### config.mk
export PLATFORM = sky130hd
export DESIGN_NAME = countdown_timer_flat
export DESIGN_NICKNAME = d
export VERILOG_FILES = /design/src/rtl/countdown_timer_if.sv /design/src/rtl/countdown_timer.sv /design/src/flat_wrapper.sv
export SDC_FILE = /design/constraint.sdc
export NUM_CORES = 1
export LEC_CHECK = 0
export CAP_MARGIN = 20
export CORE_AREA = 8 8 148 81
export CTS_CLUSTER_SIZE = 28
export DETAILED_ROUTE_END_ITERATION = 10
export DIE_AREA = 0 0 156 89
export PLACE_DENSITY_LB_ADDON = 0.08
export SKIP_LAST_GASP = 1
export SLEW_MARGIN = 20
export SYNTH_ARGS = -nofsm -noshare
export SYNTH_HDL_FRONTEND = slang
export SYNTH_SLANG_ARGS = --single-unit
export TNS_END_PERCENT = 10
### constraint.sdc
create_clock -name clk -period 17.1 [get_ports clk]
set_clock_uncertainty 0.2 [all_clocks]
set_input_delay 2.565 -clock clk [delete_from_list [all_inputs] [get_ports clk]]
set_output_delay 2.565 -clock clk [all_outputs]
set_load 0.03 [all_outputs]
### src/rtl/countdown_timer_if.sv
// Bus between the game controller and the countdown timer.
//   master : game controller side (bonus pulses, frame strobe, play gate)
//   slave  : countdown timer side (BCD digits, expiry, low-time warning)
// Handshake: add_time and startOfFrame are single-cycle strobes with no
// back-pressure; the timer samples them on every rising clk edge, so
// each cycle a strobe is high counts as one event. Outputs are level
// signals and are valid in every cycle.
interface countdown_timer_if;
  logic            startOfFrame;
  logic            add_time;
  logic [1:0][3:0] time_to_add;
  logic            player_active;
  logic [1:0][3:0] time_digits;
  logic            out_of_time;
  logic            low_time;

  modport master (
    output startOfFrame, add_time, time_to_add, player_active,
    input  time_digits, out_of_time, low_time
  );

  modport slave (
    input  startOfFrame, add_time, time_to_add, player_active,
    output time_digits, out_of_time, low_time
  );
endinterface

### src/rtl/countdown_timer.sv
// Two-digit BCD game countdown timer.
// Decrements once every FRAMES_PER_SECOND startOfFrame pulses while the
// player is active, accepts bonus time from the controller, saturates at
// 99, floors at 00 and latches out_of_time when a decrement reaches 00.
// Optional feature macro: COUNTDOWN_LOW_BLINK_EN (blinks low_time with a
// half-period of BLINK_FRAMES frames); when undefined low_time is steady.
module countdown_timer #(
  parameter int         FRAMES_PER_SECOND  = 30,
  parameter logic [3:0] INITIAL_TENS       = 4'h9,
  parameter logic [3:0] INITIAL_ONES       = 4'h9,
  parameter int         LOW_TIME_THRESHOLD = 10,
  parameter int         BLINK_FRAMES       = 8
) (
  input  logic               clk,
  input  logic               resetN,
  countdown_timer_if.slave   tmr
);

  localparam int             FCW     = (FRAMES_PER_SECOND > 2) ? $clog2(FRAMES_PER_SECOND) : 1;
  localparam logic [FCW-1:0] FC_LAST = FCW'(FRAMES_PER_SECOND - 1);
  localparam logic [6:0]     LOW_THR = 7'(LOW_TIME_THRESHOLD);

  logic [FCW-1:0] frame_cnt_q, frame_cnt_d;
  logic [3:0]     tens_q, tens_d;
  logic [3:0]     ones_q, ones_d;
  logic           oot_q, oot_d;

  logic           running;
  logic           tick;
  logic [3:0]     add_tens, add_ones;
  logic [6:0]     cur_val, add_val;
  logic [7:0]     sum_val, dec_val;
  logic [6:0]     next_val;
  logic           low_cond;

  assign running = !oot_q && tmr.player_active;
  assign tick    = running && tmr.startOfFrame && (frame_cnt_q == FC_LAST);

  // Out-of-range BCD digits from the controller are treated as 9.
  assign add_tens = (tmr.time_to_add[1] > 4'd9) ? 4'd9 : tmr.time_to_add[1];
  assign add_ones = (tmr.time_to_add[0] > 4'd9) ? 4'd9 : tmr.time_to_add[0];

  // Arithmetic is done in binary 0..99; the stored digits are always valid BCD.
  assign cur_val = 7'(tens_q) * 7'd10 + 7'(ones_q);
  assign add_val = tmr.add_time ? (7'(add_tens) * 7'd10 + 7'(add_ones)) : 7'd0;
  assign sum_val = {1'b0, cur_val} + {1'b0, add_val};

  // Apply the add and the tick together; floor at 0 and saturate at 99.
  always_comb begin
    dec_val  = sum_val;
    next_val = 7'd0;
    if (tick && (sum_val != 8'd0)) begin
      dec_val = sum_val - 8'd1;
    end
    if (dec_val > 8'd99) begin
      next_val = 7'd99;
    end else begin
      next_val = dec_val[6:0];
    end
  end

  // Next-state for the frame counter, digits and the sticky expiry flag.
  always_comb begin
    frame_cnt_d = frame_cnt_q;
    tens_d      = tens_q;
    ones_d      = ones_q;
    oot_d       = oot_q;
    if (running && tmr.startOfFrame) begin
      if (frame_cnt_q == FC_LAST) begin
        frame_cnt_d = '0;
      end else begin
        frame_cnt_d = frame_cnt_q + FCW'(1);
      end
    end
    if (!oot_q) begin
      tens_d = 4'(next_val / 7'd10);
      ones_d = 4'(next_val % 7'd10);
      oot_d  = tick && (next_val == 7'd0);
    end
  end

  // Timer state registers.
  always_ff @(posedge clk or negedge resetN) begin
    if (!resetN) begin
      frame_cnt_q <= '0;
      tens_q      <= INITIAL_TENS;
      ones_q      <= INITIAL_ONES;
      oot_q       <= 1'b0;
    end else begin
      frame_cnt_q <= frame_cnt_d;
      tens_q      <= tens_d;
      ones_q      <= ones_d;
      oot_q       <= oot_d;
    end
  end

  assign low_cond = (cur_val <= LOW_THR) && !oot_q;

`ifdef COUNTDOWN_LOW_BLINK_EN
  localparam int             BCW     = (BLINK_FRAMES > 2) ? $clog2(BLINK_FRAMES) : 1;
  localparam logic [BCW-1:0] BC_LAST = BCW'(BLINK_FRAMES - 1);

  logic [BCW-1:0] blink_cnt_q, blink_cnt_d;
  logic           blink_q, blink_d;

  // Blink phase advances per frame while low; anything else restarts it dark.
  always_comb begin
    blink_cnt_d = blink_cnt_q;
    blink_d     = blink_q;
    if (!low_cond) begin
      blink_cnt_d = '0;
      blink_d     = 1'b0;
    end else if (tmr.startOfFrame) begin
      if (blink_cnt_q == BC_LAST) begin
        blink_cnt_d = '0;
        blink_d     = !blink_q;
      end else begin
        blink_cnt_d = blink_cnt_q + BCW'(1);
      end
    end
  end

  // Blink state registers.
  always_ff @(posedge clk or negedge resetN) begin
    if (!resetN) begin
      blink_cnt_q <= '0;
      blink_q     <= 1'b0;
    end else begin
      blink_cnt_q <= blink_cnt_d;
      blink_q     <= blink_d;
    end
  end

  assign tmr.low_time = low_cond && blink_q;
`else
  assign tmr.low_time = low_cond;
`endif

  assign tmr.time_digits = {tens_q, ones_q};
  assign tmr.out_of_time = oot_q;

endmodule

### src/flat_wrapper.sv
// flat-port wrapper written by rule: the top's interface ports become plain ports
module countdown_timer_flat 
#(
  parameter int         FRAMES_PER_SECOND  = 30,
  parameter logic [3:0] INITIAL_TENS       = 4'h9,
  parameter logic [3:0] INITIAL_ONES       = 4'h9,
  parameter int         LOW_TIME_THRESHOLD = 10,
  parameter int         BLINK_FRAMES       = 8
)
  (clk, resetN, tmr_startOfFrame, tmr_add_time, tmr_time_to_add, tmr_player_active, tmr_time_digits, tmr_out_of_time, tmr_low_time);
  countdown_timer_if tmr_i ();
  input  logic clk;
  input  logic resetN;
  input wire logic [$bits(tmr_i.startOfFrame)-1:0] tmr_startOfFrame;
  input wire logic [$bits(tmr_i.add_time)-1:0] tmr_add_time;
  input wire logic [$bits(tmr_i.time_to_add)-1:0] tmr_time_to_add;
  input wire logic [$bits(tmr_i.player_active)-1:0] tmr_player_active;
  output wire logic [$bits(tmr_i.time_digits)-1:0] tmr_time_digits;
  output wire logic [$bits(tmr_i.out_of_time)-1:0] tmr_out_of_time;
  output wire logic [$bits(tmr_i.low_time)-1:0] tmr_low_time;
  assign tmr_i.startOfFrame = tmr_startOfFrame;
  assign tmr_i.add_time = tmr_add_time;
  assign tmr_i.time_to_add = tmr_time_to_add;
  assign tmr_i.player_active = tmr_player_active;
  assign tmr_time_digits = tmr_i.time_digits;
  assign tmr_out_of_time = tmr_i.out_of_time;
  assign tmr_low_time = tmr_i.low_time;
  countdown_timer #(.FRAMES_PER_SECOND(FRAMES_PER_SECOND), .INITIAL_TENS(INITIAL_TENS), .INITIAL_ONES(INITIAL_ONES), .LOW_TIME_THRESHOLD(LOW_TIME_THRESHOLD), .BLINK_FRAMES(BLINK_FRAMES)) u_core (.clk(clk), .resetN(resetN), .tmr(tmr_i));
endmodule
==> flow_metrics.py, run 1 <==
metrics = {
    "outcome": {
        "outcome": "complete, no violations",
    },
    "clock_tree": {
        "htree_levels": 1,
        "cts_resized": 0,
        "cts_tree": "built",
        "cts_setup_buffers": 0,
        "clk_latency_ps": 250,
        "clk_path_buf_depth": 2,
        "numClockSinks": 14,
        "cts_made_buffers": 3,
        "cts_hold_buf": 0,
        "clockRootBuffer": "clkbuf_16",
        "cts.clk_slew.worst_paths_ps": 50,
    },
    "route": {
        "drcViolationCount": 0,
        "dr.pass1.iters": 5,
        "ant_nets": 0,
        "num_vias": 2338,
        "drt_iter0_markers": 289,
        "post_drt_wl_per_cell_um": 17.3,
        "via_per_inst": 5.14,
        "drt-total-wl_um": 7880,
    },
    "setup_path": {
        "crit_top_cell": "ha_1",
        "endpoint_kind": "register",
        "required_ps": 17060,
        "start_kind": "input pin",
        "max_stage_delay_ps": 620,
        "slowest_stage": "a211oi_2",
        "critPathBufInv": 3,
        "crit_type": "in2reg",
        "arrival_ps": 9460,
        "critPathMaxFanout": 11,
        "crit_family": "simple AND/OR/NAND/NOR gates",
    },
    "floorplanning": {
        "initial_core_util_pct": 24.5,
        "core_area_sq_um": 9860,
        "rows": 26,
        "die_area_sq_um": 13900,
        "die_w_um": 156,
        "num_io_pins": 23,
        "die_y_um": 89,
    },
    "synth": {
        "synth.largest_area_cell": "ha_1",
        "synth.distinct_cells": 71,
        "synthArstFlopShare_pct": 100,
        "synth-seq-cells": 14,
        "syn_avg_cell_area_sq_um": 8.18,
        "yosys.area.top_type_share_pct": 12.4,
        "synth_fp_nets": 336,
        "synth_edf_count": 0,
        "synthesis.area_sq_um": 2410,
        "synth_area_leaders": "ha_1, dfrtp_1, dfstp_2",
        "synth-main-ff-cell": "dfrtp_1",
        "yosysSeqAreaShare_pct": 14.7,
        "ys_warn_count": 0,
        "netlist_instances": 295,
    },
    "cells_and_area": {
        "seqCellArea_sq_um": 355,
        "nNetsFinal": 357,
        "multi_input_area_sq_um": 1980,
        "antenna_cells": 0,
        "fin_util_pct": 29.1,
        "syn_to_final_growth_pct": 18.8,
        "fill_cells": 1077,
        "drive_gt1_share_pct": 9.84,
        "final_cell_area_sq_um": 2870,
    },
    "place": {
        "placed_area_sq_um": 2780,
        "portBuffers": 22,
        "place.gp.congestion": 0.860,
        "hpwl_um": 6670,
        "dp_slack_ps": 7500,
    },
    "pwr": {
        "totalPowerFinal_uw": 487,
        "ir_worst_vdd_mv": 0.0709,
        "leakagePower_nw": 1.15,
        "powerDensity_nw_per_um2": 170,
    },
    "timing": {
        "rsz0062_at_grt": "false",
        "layout_min_cycle_time_ps": 9500,
        "finalSetupViolCount": 0,
        "fin_crit_sh_pct": 55.6,
        "relSlewSlack_pct": 49.5,
        "drv_slew": 0,
        "worst_slack_ps": 7600,
        "fmax_mhz": 105,
        "fin_tns_setup_ps": 0,
        "worst_pin_slew_ps": 756,
        "hold_violations": 0,
    },
    "flow_run": {
        "drv_cap": 0,
    },
    "grt": {
        "grt_pass1_vias": 2088,
        "overflow": 0,
        "grt_pass1_wl_um": 12600,
        "grt_usage_pct": 11.7,
        "antenna_found_initial": 0,
        "grt_max_degree": 15,
    },
    "worst_hold_path": {
        "min_path_type": "reg2reg",
    },
}
[power by group]
group	internal, mW	leakage (nW)	total, mW	switching (mW)
registers	0.0345	0.162	0.0354	0.000959
logic	0.144	0.940	0.400	0.257
clock network	0.0356	0.0442	0.0508	0.0153
total	0.214	1.15	0.487	0.273
[path summary, 6_finish.rpt]
path                                     from               end  slack (ps)  cells past startpoint
setup / recovery           tmr_time_to_add[7]  u_core.ones_q[2]        7600                     28
hold / removal               u_core.tens_q[3]  u_core.tens_q[3]         300                      2
setup reg to reg             u_core.tens_q[3]  u_core.ones_q[2]       10220                     25
hold reg to reg              u_core.tens_q[3]  u_core.tens_q[3]         300                      2
max in group asynchronous              resetN  u_core.tens_q[2]       13710                      1
min in group asynchronous              resetN  u_core.ones_q[1]        2540                      1
[layer usage]
layer	vias to the layer above	part of all wire, %	track usage, %
met5	-	0	0
met4	0	0.27	0.787
met3	2	6.0	2.12
met2	74	28	12.1
met1	1103	65	21.5
li1	1159	-	-
[layout by cell type (no fill, tap or decap), types with 10 or more instances in the layout]
cell	Yosys	routed
a21oi_1	18	18
clkdlybuf4s50_1	0	22
dfrtp_1	10	10
ha_1	24	24
inv_1	12	12
nand2_1	22	22
nor2_1	19	19
o21ai_0	16	16
xnor2_1	11	11
[per-stage QoR]
step,hold WS (ps),instances
after floorplan,270,295
after global placement,288,451
after detailed placement,294,451
after CTS,302,455
after global routing,341,455
final,297,455
[kinds of logic (layout without fill, tap and decap cells)]
logic type      count (synthesis)  in the layout  synth area share (%)
flops                          14             14                  14.7
xor+xnor                       16             16                  6.12
other cells                     1              1                 0.155
fa+ha+maj                      29             29                  16.2
simple gates                  114            114                  26.4
compound gates                 95             95                  30.1
mux                             7              7                  2.95
buf+inv                        19             39                  3.32
[cell usage after synthesis, types with 3 or more instances]
| cell type | count |
|---|---|
| o2111ai_1 | 3 |
| dfrtp_1 | 10 |
| fa_1 | 4 |
| nand4_1 | 4 |
| nand3_1 | 8 |
| a21oi_2 | 3 |
| nand2b_1 | 6 |
| nor3_1 | 7 |
| a21oi_1 | 18 |
| a21o_1 | 6 |
| o211ai_1 | 5 |
| a31oi_1 | 5 |
| and3_1 | 8 |
| ha_1 | 24 |
| o21ai_0 | 16 |
| nand2_1 | 22 |
| mux2i_1 | 6 |
| and4_1 | 5 |
| clkbuf_1 | 3 |
| o21a_1 | 7 |
| xor2_1 | 4 |
| and2_1 | 6 |
| nor2b_1 | 8 |
| nand3b_1 | 3 |
| dfstp_2 | 4 |
| or2_2 | 3 |
| xnor2_1 | 11 |
| inv_1 | 12 |
| nor2_1 | 19 |
[flip-flops by register name, summed over array words and instances (netlist names)]
| signal | count |
|---|---|
| u_core.tens_q | 4 |
| u_core.tmr.out_of_time | 1 |
| u_core.ones_q | 4 |
| u_core.frame_cnt_q | 5 |
[final cells by class]
class	instances	share of cell area [%]
Inverter	13	1.70
Timing Repair Buffer	22	7.68
Sequential cell	14	12.4
Multi-Input combinational cell	262	69.0
Clock buffer	4	3.10
Tap cell	140	6.11
[tightest hold or removal path, cell delays in order (launching register included)]
cell and delay, ps:
dfstp_2 380, inv_1 50, a21oi_1 60
No activity file was read; power rests on OpenSTA's default activity.
==> inputs of run 2 (changes only) <==
==> constraint.sdc (replaced) <==
create_clock -name clk -period 9 [get_ports clk]
set_clock_uncertainty 0.2 [all_clocks]
set_input_delay 1.35 -clock clk [delete_from_list [all_inputs] [get_ports clk]]
set_output_delay 1.35 -clock clk [all_outputs]
set_load 0.03 [all_outputs]
==> run 2 against run 1 <==
  * Core utilization is 0.076 points higher
  * Hold slack improved by 3.5 ps
  * Cell count increased by 0.22%
  * Total power increased by 91%
==> flow_metrics.py, run 2 (synthesis gave the netlist of run 1 again) <==
metrics = {
    "clock_tree": {
        "clk_latency_ps": 250,
        "cts_resized": 0,
        "cts_tree": "built",
        "cts_hold_buf": 0,
        "numClockSinks": 14,
        "clockRootBuffer": "clkbuf_16",
        "cts_setup_buffers": 0,
        "cts_made_buffers": 3,
        "htree_levels": 1,
        "clk_path_buf_depth": 2,
        "cts.clk_slew.worst_paths_ps": 50,
    },
    "cells_and_area": {
        "drive_gt1_share_pct": 10.1,
        "antenna_cells": 0,
        "top_register": "u_core.frame_cnt_q",
        "mostFrequentLayoutCells": "ha_1, nand2_1, clkdlybuf4s50_1",
        "largest_reg_flops": 5,
        "reg_top3": "u_core.frame_cnt_q: 5 flops, u_core.ones_q: 4 flops, u_core.tens_q: 4 flops",
        "final_common_cell": "ha_1",
        "final_cell_area_sq_um": 2870,
        "fin_util_pct": 29.2,
        "syn_to_final_growth_pct": 19.1,
        "nNetsFinal": 358,
    },
    "setup_path": {
        "required_ps": 8970,
        "slowest_stage": "or4_1",
        "start_kind": "input pin",
        "crit_type": "in2reg",
        "arrival_ps": 7940,
        "crit_top_cell": "ha_1",
        "critPathBufInv": 3,
        "max_stage_delay_ps": 570,
        "critPathMaxFanout": 7,
        "endpoint_kind": "register",
        "crit_family": "compound AO/OA/AOI/OAI gates",
    },
    "place": {
        "hpwl_um": 6560,
        "placed_area_sq_um": 2790,
        "place.gp.congestion": 0.847,
        "portBuffers": 22,
    },
    "worst_hold_path": {
        "min_path_type": "reg2reg",
    },
    "pwr": {
        "intPower_uw": 411,
        "p_sw_share_pct": 55.6,
        "pwr-share-comb_pct": 82.3,
        "leakagePower_nw": 1.15,
        "p_clk_share_pct": 10.4,
        "power_frac_seq_pct": 7.3,
        "ir_worst_vdd_mv": 0.175,
        "p_switching_uw": 516,
        "powerDensity_nw_per_um2": 323,
        "totalPowerFinal_uw": 927,
    },
    "grt": {
        "grt_max_degree": 15,
        "grt_usage_pct": 11.7,
        "antenna_found_initial": 0,
        "overflow": 0,
        "grt_pass1_vias": 2087,
        "grt_pass1_wl_um": 12600,
    },
    "route": {
        "via_per_inst": 5.13,
        "drcViolationCount": 0,
        "dr.pass1.iters": 5,
        "post_drt_wl_per_cell_um": 17.1,
        "num_vias": 2337,
        "ant_nets": 0,
        "drt_iter0_markers": 192,
        "drt-total-wl_um": 7820,
    },
    "timing": {
        "fin_tns_setup_ps": 0,
        "relSlewSlack_pct": 49.4,
        "worst_pin_slew_ps": 757,
        "drv_slew": 0,
        "fmax_mhz": 126,
        "fin_crit_sh_pct": 88.5,
        "layout_min_cycle_time_ps": 7960,
        "finalSetupViolCount": 0,
        "hold_violations": 0,
        "rsz0062_at_grt": "false",
    },
    "floorplanning": {
        "die_w_um": 156,
        "initial_core_util_pct": 24.5,
        "die_area_sq_um": 13900,
        "num_io_pins": 23,
        "rows": 26,
        "core_area_sq_um": 9860,
        "die_y_um": 89,
    },
    "flow_run": {
        "drv_cap": 0,
    },
    "outcome": {
        "outcome": "complete, no violations",
    },
}
==> run 2: power groups by stage <==
stage               combinational [mW]  clock [mW]  sequential, mW
global route                     0.843       0.103          0.0676
detailed placement               0.737           0          0.0684
CTS                              0.742      0.0989          0.0674
finish                           0.763      0.0968          0.0673
global placement                 0.765           0          0.0684
floorplan                        0.577           0          0.0704
==> run 2: final timing paths <==
path                       slack, ps                     end  depth (start not counted)               start
min in group asynchronous       1350  u_core.tmr.out_of_time                          1              resetN
min                              300        u_core.tens_q[3]                          2    u_core.tens_q[3]
max in group asynchronous       6780        u_core.ones_q[2]                          1              resetN
max reg2reg                     2400        u_core.ones_q[2]                         25    u_core.tens_q[3]
max                             1040        u_core.ones_q[2]                         28  tmr_time_to_add[7]
min reg2reg                      300        u_core.tens_q[3]                          2    u_core.tens_q[3]
==> run 2: worst min-delay path: cells and delay by family (launching register included) <==
| family | cells | cell delay (ps) |
|---|---|---|
| AOI/OAI and AO/OA | 1 | 60 |
| buffers and inverters | 1 | 50 |
| DFF | 1 | 390 |
==> run 2: cell type report <==
| class | count | area, sq um |
|---|---|---|
| Fill cell | 1053 | 6980 |
| Multi-Input combinational cell | 262 | 1980 |
| Sequential cell | 14 | 355 |
| Timing Repair Buffer | 23 | 228 |
| Tap cell | 140 | 175 |
| Clock buffer | 4 | 88.8 |
| Inverter | 13 | 48.8 |
==> run 2: metal layers <==
metal	vias up	global-route usage, %	part of all wire, %	wire (um)
met3	0	2.27	6.1	477
met5	-	0	0	0
met1	1097	21.2	64	5030
li1	1161	-	-	-
met4	0	0.874	0	0
met2	79	12.4	30	2320
==> run 2: per-stage QoR <==
| stage | worst slack [ps] | hold WS, ps | std cells |
|---|---|---|---|
| 2_1_floorplan | 2030 | 270 | 295 |
| 3_3_place_gp | 880 | 292 | 452 |
| 3_5_place_dp | 926 | 297 | 452 |
| 4_1_cts | 1130 | 305 | 456 |
| 5_1_grt | 609 | 331 | 456 |
| 6_report | 1040 | 301 | 456 |
==> inputs of run 3 (changes only) <==
--- a/config.mk
+++ b/config.mk
@@ -10,6 +10,7 @@
 export CTS_CLUSTER_SIZE = 28
 export DETAILED_ROUTE_END_ITERATION = 10
 export DIE_AREA = 0 0 156 89
+export MAX_ROUTING_LAYER = met4
 export PLACE_DENSITY_LB_ADDON = 0.08
 export SKIP_LAST_GASP = 1
 export SLEW_MARGIN = 20
==> run 3 against run 2 <==
  * Hold slack is essentially flat
  * Clock power is essentially flat
  * Die area is the same
  * Core utilization is the same
  * Critical endpoint unchanged
  * Largest cell class unchanged
  * Highest routed layer is now met4
==> flow_metrics.py, run 3 (synthesis gave the netlist of run 1 again) <==
metrics = {
    "cells_and_area": {
        "fin_util_pct": 29.2,
        "multi_input_area_sq_um": 1980,
        "mostFrequentLayoutCells": "ha_1, nand2_1, clkdlybuf4s50_1",
        "antenna_cells": 0,
        "syn_to_final_growth_pct": 19.1,
        "reg_top3": "u_core.frame_cnt_q: 5 flops, u_core.ones_q: 4 flops, u_core.tens_q: 4 flops",
        "drive_gt1_share_pct": 10.1,
        "nNetsFinal": 358,
        "top_register": "u_core.frame_cnt_q",
        "final_cell_area_sq_um": 2870,
        "fill_cells": 1053,
        "largest_reg_flops": 5,
        "final_common_cell": "ha_1",
        "seqCellArea_sq_um": 355,
    },
    "setup_path": {
        "slowest_stage": "or4_1",
        "required_ps": 8970,
        "critPathBufInv": 3,
        "crit_type": "in2reg",
        "arrival_ps": 7960,
        "startpoint": "tmr_time_to_add[7]",
        "crit_family": "compound AO/OA/AOI/OAI gates",
        "start_kind": "input pin",
        "endpoint_kind": "register",
        "reg2reg_from": "u_core.tens_q[3]",
        "max_stage_delay_ps": 570,
        "crit_top_cell": "ha_1",
        "critPathMaxFanout": 7,
    },
    "worst_hold_path": {
        "hold_path.startpoint": "u_core.tens_q[3]",
        "min_path_type": "reg2reg",
    },
    "grt": {
        "grt_usage_pct": 12.1,
        "antenna_found_initial": 0,
        "grt_pass1_vias": 2095,
        "overflow": 0,
        "grt_pass1_wl_um": 12600,
        "grt_max_degree": 15,
    },
    "route": {
        "drt_iter0_markers": 195,
        "drcViolationCount": 0,
        "num_vias": 2323,
        "via_per_inst": 5.09,
        "ant_nets": 0,
        "drt-total-wl_um": 7840,
        "post_drt_wl_per_cell_um": 17.2,
        "dr.pass1.iters": 5,
    },
    "clock_tree": {
        "cts.clk_slew.worst_paths_ps": 50,
        "cts_setup_buffers": 0,
        "htree_levels": 1,
        "clockRootBuffer": "clkbuf_16",
        "clk_latency_ps": 250,
        "cts_hold_buf": 0,
        "cts_resized": 0,
        "cts_made_buffers": 3,
        "numClockSinks": 14,
        "cts_tree": "built",
        "clk_path_buf_depth": 2,
    },
    "timing": {
        "drv_slew": 0,
        "finalSetupViolCount": 0,
        "hold_violations": 0,
        "layout_min_cycle_time_ps": 7990,
        "fin_tns_setup_ps": 0,
        "worst_slack_ps": 1010,
        "relSlewSlack_pct": 51.4,
        "worst_pin_slew_ps": 727,
        "fin_crit_sh_pct": 88.8,
        "fmax_mhz": 125,
        "holdWs_ps": 301,
        "rsz0062_at_grt": "false",
    },
    "floorplanning": {
        "die_w_um": 156,
        "num_io_pins": 23,
        "initial_core_util_pct": 24.5,
        "core_area_sq_um": 9860,
        "rows": 26,
        "die_area_sq_um": 13900,
        "die_y_um": 89,
    },
    "pwr": {
        "powerDensity_nw_per_um2": 323,
        "leakagePower_nw": 1.15,
        "ir_worst_vdd_mv": 0.178,
    },
    "place": {
        "portBuffers": 22,
        "hpwl_um": 6560,
        "dp_slack_ps": 926,
        "placed_area_sq_um": 2790,
        "place.gp.congestion": 0.860,
    },
    "outcome": {
        "outcome": "complete, no violations",
    },
    "flow_run": {
        "drv_cap": 0,
    },
}
run 3: cell counts in the layout (fill, tap and decap cells not counted):
No cell type changed its count.
run 3: worst paths after layout:
kind	cells past startpoint	endpoint	slack [ps]
worst min register to register	2	u_core.tens_q[3]	300
worst max-delay path	28	u_core.ones_q[2]	1010
max in group asynchronous	1	u_core.ones_q[2]	6810
worst min-delay path	2	u_core.tens_q[3]	300
min in group asynchronous	1	u_core.tmr.out_of_time	1340
worst max register to register	25	u_core.ones_q[2]	2350
run 3: where the power goes:
group / switching [mW] / internal, mW
Combinational: 0.485 / 0.278
Clock: 0.0289 / 0.0676
Sequential: 0.00185 / 0.0655
run 3: tightest hold or removal path: stages, from the launching register on:
cell     delay [ps]
dfstp_2         390
inv_1            50
a21oi_1          60
run 3: metal layers:
| layer | vias to the layer above | part of all wire [%] | GRT usage (%) |
|---|---|---|---|
| met5 | - | 0 | - |
| met4 | 0 | 0.28 | 0.874 |
| met3 | 2 | 6.6 | 2.27 |
| met2 | 77 | 29 | 12.5 |
| met1 | 1088 | 64 | 21.1 |
| li1 | 1156 | - | - |
run 3: metrics by stage:
stage	instances	total power, mW
after floorplan	295	0.647
after global placement	452	0.834
after detailed placement	452	0.806
after CTS	456	0.908
after global routing	456	1.01
final	456	0.928
run 3: area by class of cell:
class | count | share of cell area [%]
multi-input cells | 262 | 68.8
flip-flops and latches | 14 | 12.4
repair buffers | 23 | 7.92
well taps | 140 | 6.09
clock buffers | 4 | 3.09
inverters | 13 | 1.70
